===== config.mk =====
export PLATFORM = sky130hd
export DESIGN_NAME = lwe_ct_finalize
export DESIGN_NICKNAME = d
export VERILOG_FILES = /design/src/rtl/lwe_ct_finalize.sv
export SDC_FILE = /design/constraint.sdc
export NUM_CORES = 1
export LEC_CHECK = 0
export BUFFER_PORTS_ARGS = -buffer_cell sky130_fd_sc_hd__buf_2
export CAP_MARGIN = 20
export CORE_ASPECT_RATIO = 1.25
export CORE_UTILIZATION = 35
export DETAILED_ROUTE_END_ITERATION = 7
export HOLD_SLACK_MARGIN = 0.03
export PLACE_DENSITY = 0.59
export RECOVER_POWER = 25
export SETUP_SLACK_MARGIN = 0.2
export SLEW_MARGIN = 20
export SYNTH_ARGS = -nofsm -noshare
export SYNTH_HDL_FRONTEND = slang
export SYNTH_SLANG_ARGS = --single-unit

===== constraint.sdc =====
create_clock -name clk -period 7.05 [get_ports clk]
set_clock_uncertainty 0.1 [all_clocks]
set_input_delay 0.705 -clock clk [delete_from_list [all_inputs] [get_ports clk]]
set_output_delay 0.705 -clock clk [all_outputs]
set_load 0.02 [all_outputs]

===== src/rtl/lwe_ct_finalize.sv =====
// lwe_ct_finalize: reduces accumulated row sums mod q, adds msg*DELTA to the body word,
// and streams the results out through a small FIFO over valid/ready.
module lwe_ct_finalize #(
    parameter int PLAINTEXT_MODULUS  = 64,
    parameter int PLAINTEXT_WIDTH    = 6,
    parameter int CIPHERTEXT_MODULUS = 1024,
    parameter int CIPHERTEXT_WIDTH   = 32,
    parameter int Q_WIDTH            = 10,
    parameter int DIMENSION          = 128,
    parameter int DIM_WIDTH          = 8,
    parameter int FIFO_DEPTH         = 4
) (
    input  logic                        clk,
    input  logic                        rst_n,
    input  logic                        start,
    input  logic [PLAINTEXT_WIDTH-1:0]  msg,
    input  logic                        in_valid,
    input  logic [CIPHERTEXT_WIDTH-1:0] in_data,
    output logic                        in_ready,
    output logic                        out_valid,
    output logic [CIPHERTEXT_WIDTH-1:0] out_data,
    output logic                        out_last,
    input  logic                        out_ready,
    output logic                        busy,
    output logic                        overflow
);
    localparam int AW = $clog2(FIFO_DEPTH);
    localparam logic [Q_WIDTH-1:0] DELTA = Q_WIDTH'(CIPHERTEXT_MODULUS / PLAINTEXT_MODULUS);
    typedef enum logic [1:0] {IDLE, RUN, DRAIN} state_t;
    state_t state, state_nx;
    logic [DIM_WIDTH-1:0] cnt;
    logic [PLAINTEXT_WIDTH-1:0] msg_q;
    logic [Q_WIDTH:0] mem [FIFO_DEPTH];
    logic [AW-1:0] wr_ptr, rd_ptr;
    logic [AW:0] count;
    logic push, pop, is_body;
    logic [Q_WIDTH-1:0] word;
    logic unused_hi;
    assign unused_hi = ^in_data[CIPHERTEXT_WIDTH-1:Q_WIDTH];
    assign in_ready  = (state == RUN) && (count < (AW+1)'(FIFO_DEPTH));
    assign push      = in_valid && in_ready;
    assign out_valid = count != '0;
    assign pop       = out_valid && out_ready;
    assign is_body   = cnt == DIM_WIDTH'(DIMENSION);
    // Reduction mod q is plain truncation; the body add wraps the same way.
    assign word      = in_data[Q_WIDTH-1:0] + (is_body ? Q_WIDTH'(msg_q) * DELTA : '0);
    assign out_data  = out_valid ? CIPHERTEXT_WIDTH'(mem[rd_ptr][Q_WIDTH-1:0]) : '0;
    assign out_last  = out_valid && mem[rd_ptr][Q_WIDTH];
    assign busy      = state != IDLE;
    always_comb begin
        state_nx = state;
        if (state == IDLE && start) state_nx = RUN;
        if (state == RUN && push && is_body) state_nx = DRAIN;
        if (state == DRAIN && pop && out_last) state_nx = IDLE;
    end
    always_ff @(posedge clk or negedge rst_n) begin
        if (!rst_n) state <= IDLE;
        else state <= state_nx;
    end
    always_ff @(posedge clk or negedge rst_n) begin
        if (!rst_n) begin
            cnt      <= '0;
            msg_q    <= '0;
            wr_ptr   <= '0;
            rd_ptr   <= '0;
            count    <= '0;
            overflow <= 1'b0;
        end else begin
            if (state == IDLE && start) begin
                cnt   <= '0;
                msg_q <= msg;
            end else if (push) begin
                cnt <= cnt + DIM_WIDTH'(1);
            end
            if (push) wr_ptr <= wr_ptr + AW'(1);
            if (pop) rd_ptr <= rd_ptr + AW'(1);
            count <= count + (AW+1)'(push) - (AW+1)'(pop);
            if (state == RUN && in_valid && !in_ready) overflow <= 1'b1;
        end
    end
    always_ff @(posedge clk) begin
        if (push) mem[wr_ptr] <= {is_body, word};
    end
endmodule


==> results.ini <==
[die]
ios=80
die_area_um2=9930
fp.dieH_um=111
die_x_um=89.3
rows=39
core_um2=9220
start_util=0.362

[status]
outcome=finished clean

[grt]
antenna_found_initial=0
track_usage=0.118
gr-total-overflow=0
grt_pass1_vias=1729
grt_start_max_net_pins=25
grt_pass1_wl_um=8370

[timing]
setup_viol=0
whs_ns=0.363
hold_violations=0
rsz0062_at_grt=false
tightest_slew_ns=1.34
fmax_mhz=333
fin_tns_setup_ns=0
slew_viol_final=0
max_slew_margin=0.108
min_period_over_period=0.425
fin_crit_ns=3.00

[synth]
async_flop_share=0.353
synth_area_um2=3340
yosysSeqAreaShare=0.576
synth_edf_count=44
synth_top_cell_area_share=0.396
synth_cell_types=40
synthFlopType=edfxtp_1
synthCells=229
yosysTopAreaCell=edfxtp_1
avgSynthCellArea_um2=14.6
synth.area.top_cells=edfxtp_1 (40%), dfrtp_1 (18%), mux4_1 (7.9%)
yosysWarnings=0
synth.ff_latch_count=68

[flow_run]
drv_cap=0

[placed_design]
hpwl_um=3630
place.port_buffers=35
gp_congestion=0.718

[detailed_routing]
drc=0
drtIter0Drc=98
post_drt_wl_per_cell_um=13.2
vias_per_cell=4.47
ant_nets=0
via_count=1772
dr.pass1.iters=4
wirelength_um=5230

[clock_tree]
tritoncts=built
postCtsHoldBufs=0
root_buffer=clkbuf_16
cts.sinks=68
htree_levels=3
cts_buffer_depth=2
worstSkewPairLatency_ns=0.33
clk_pin_slew_worst_paths_ns=0.05
ctsResizeCount=0
cts_buffers=9
post_cts_buffers=0

[setup_path]
required_ns=7.05
worstSetupPathType=register to register
critPathLaunchType=register
path_max_fanout=10
end_kind=register
ff2ff_setup_slack_ns=4.05
cp_data_arrival_time_ns=3.00

[pwr]
p_leak_uw=0.00160
p_comb_frac=0.271
power.share.switching=0.303
internal_power_uw=988
vdd_drop_max_v=0.000160
p_sw_uw=430
pwr-share-seq=0.403
clock_power_share=0.326
pwr_density_cell_nw_per_um2=368

[layout]
mostFrequentLayoutCells=edfxtp_1 (44), buf_2 (30), dfrtp_1 (24)
fin_nets=327
drive_gt1_frac=0.212
final_common_cell=edfxtp_1
area_delta_synth_final_pct=15.4
diodes=0

[min_path]
min_path_type=register to register

[worst paths after layout]
kind	start	to	cells past startpoint
setup / recovery	cnt[0]$_DFFE_PN0P_	mem[0][8]$_DFFE_PP_	12
hold / removal	overflow$_DFFE_PN0P_	overflow$_DFFE_PN0P_	1
setup reg to reg	cnt[0]$_DFFE_PN0P_	mem[0][8]$_DFFE_PP_	12
max in group asynchronous	rst_n	wr_ptr[1]$_DFFE_PN0P_	1
min in group asynchronous	rst_n	cnt[6]$_DFFE_PN0P_	1
hold reg to reg	overflow$_DFFE_PN0P_	overflow$_DFFE_PN0P_	1
[sequential cells by signal, indices dropped and copies added, names as in the netlist]
name and count:
wr_ptr 2, count 3, msg_q 6, mem 44
overflow 1, state 2, cnt 8, rd_ptr 2
[routing by layer]
metal	part of all wire	vias up	track usage	routed length (µm)
li1	-	849	-	-
met1	0.42	862	0.136	2210
met2	0.51	51	0.194	2680
met3	0.040	10	0.0387	207
met4	0.023	0	0.0571	122
met5	0	-	0	0
[through the flow]
step           worst slack (ns)  total power, µW  instance area (µm²)  std cells  utilization
3_3_place_gp               4.10              963                 3550        381        0.385
4_1_cts                    4.02             1440                 3850        396        0.418
6_report                   4.05             1420                 3850        396        0.417
3_5_place_dp               4.03              977                 3550        381        0.385
2_1_floorplan              4.40              875                 3410        250            -
5_1_grt                    3.82             1500                 3850        396        0.417
[cells in the mapped netlist (all sizes together) (2+ instances only)]
| cell type | instances |
|---|---|
| a21o | 2 |
| a21oi | 5 |
| and2 | 21 |
| buf | 27 |
| dfrtp | 24 |
| edfxtp | 44 |
| fa | 2 |
| ha | 13 |
| inv | 16 |
| mux2 | 6 |
| mux4 | 11 |
| nand2 | 8 |
| nand3 | 4 |
| nand4 | 2 |
| nor2 | 10 |
| nor4 | 2 |
| o21ai | 2 |
| xnor2 | 9 |
| xor2 | 7 |
[cells by family (layout without fill, tap and decap cells)]
kind of cell	Yosys count	in the layout	share of synthesized area
flip-flops	68	68	0.576
other	1	22	0.00112
buffers and inverters	44	67	0.0806
AND/OR/NAND/NOR	55	55	0.107
multiplexers	17	17	0.106
XOR/XNOR	16	16	0.0420
adder cells (fa/ha/maj)	15	15	0.0608
AO/OA/AOI/OAI	13	13	0.0270
[power by group through the flow]
stage	sequential (µW)	clock, µW	combinational [µW]
2_1_floorplan	543	0	332
3_3_place_gp	579	0	384
3_5_place_dp	583	0	394
4_1_cts	576	471	394
5_1_grt	585	490	430
6_report	572	462	384
[worst max-delay path: stages, from the launching register on]
cell and delay, ns:
dfrtp_1 0.40, inv_1 0.09, ha_1 0.19, nand4bb_4 0.15
nor4_4 0.40, and2_1 0.22, ha_1 0.19, inv_1 0.06
fa_1 0.39, inv_1 0.07, a21o_1 0.10, a21oi_1 0.07
xnor2_1 0.34
[final cells by class]
type	instances	area, µm²
clock buffer	10	229
clock inverter	5	77.6
fill	865	5370
inverter	16	60.1
multi-input combinational	138	1230
sequential	68	1920
tap	123	154
timing repair buffer	36	176
Power figures use the tool's default switching activity.
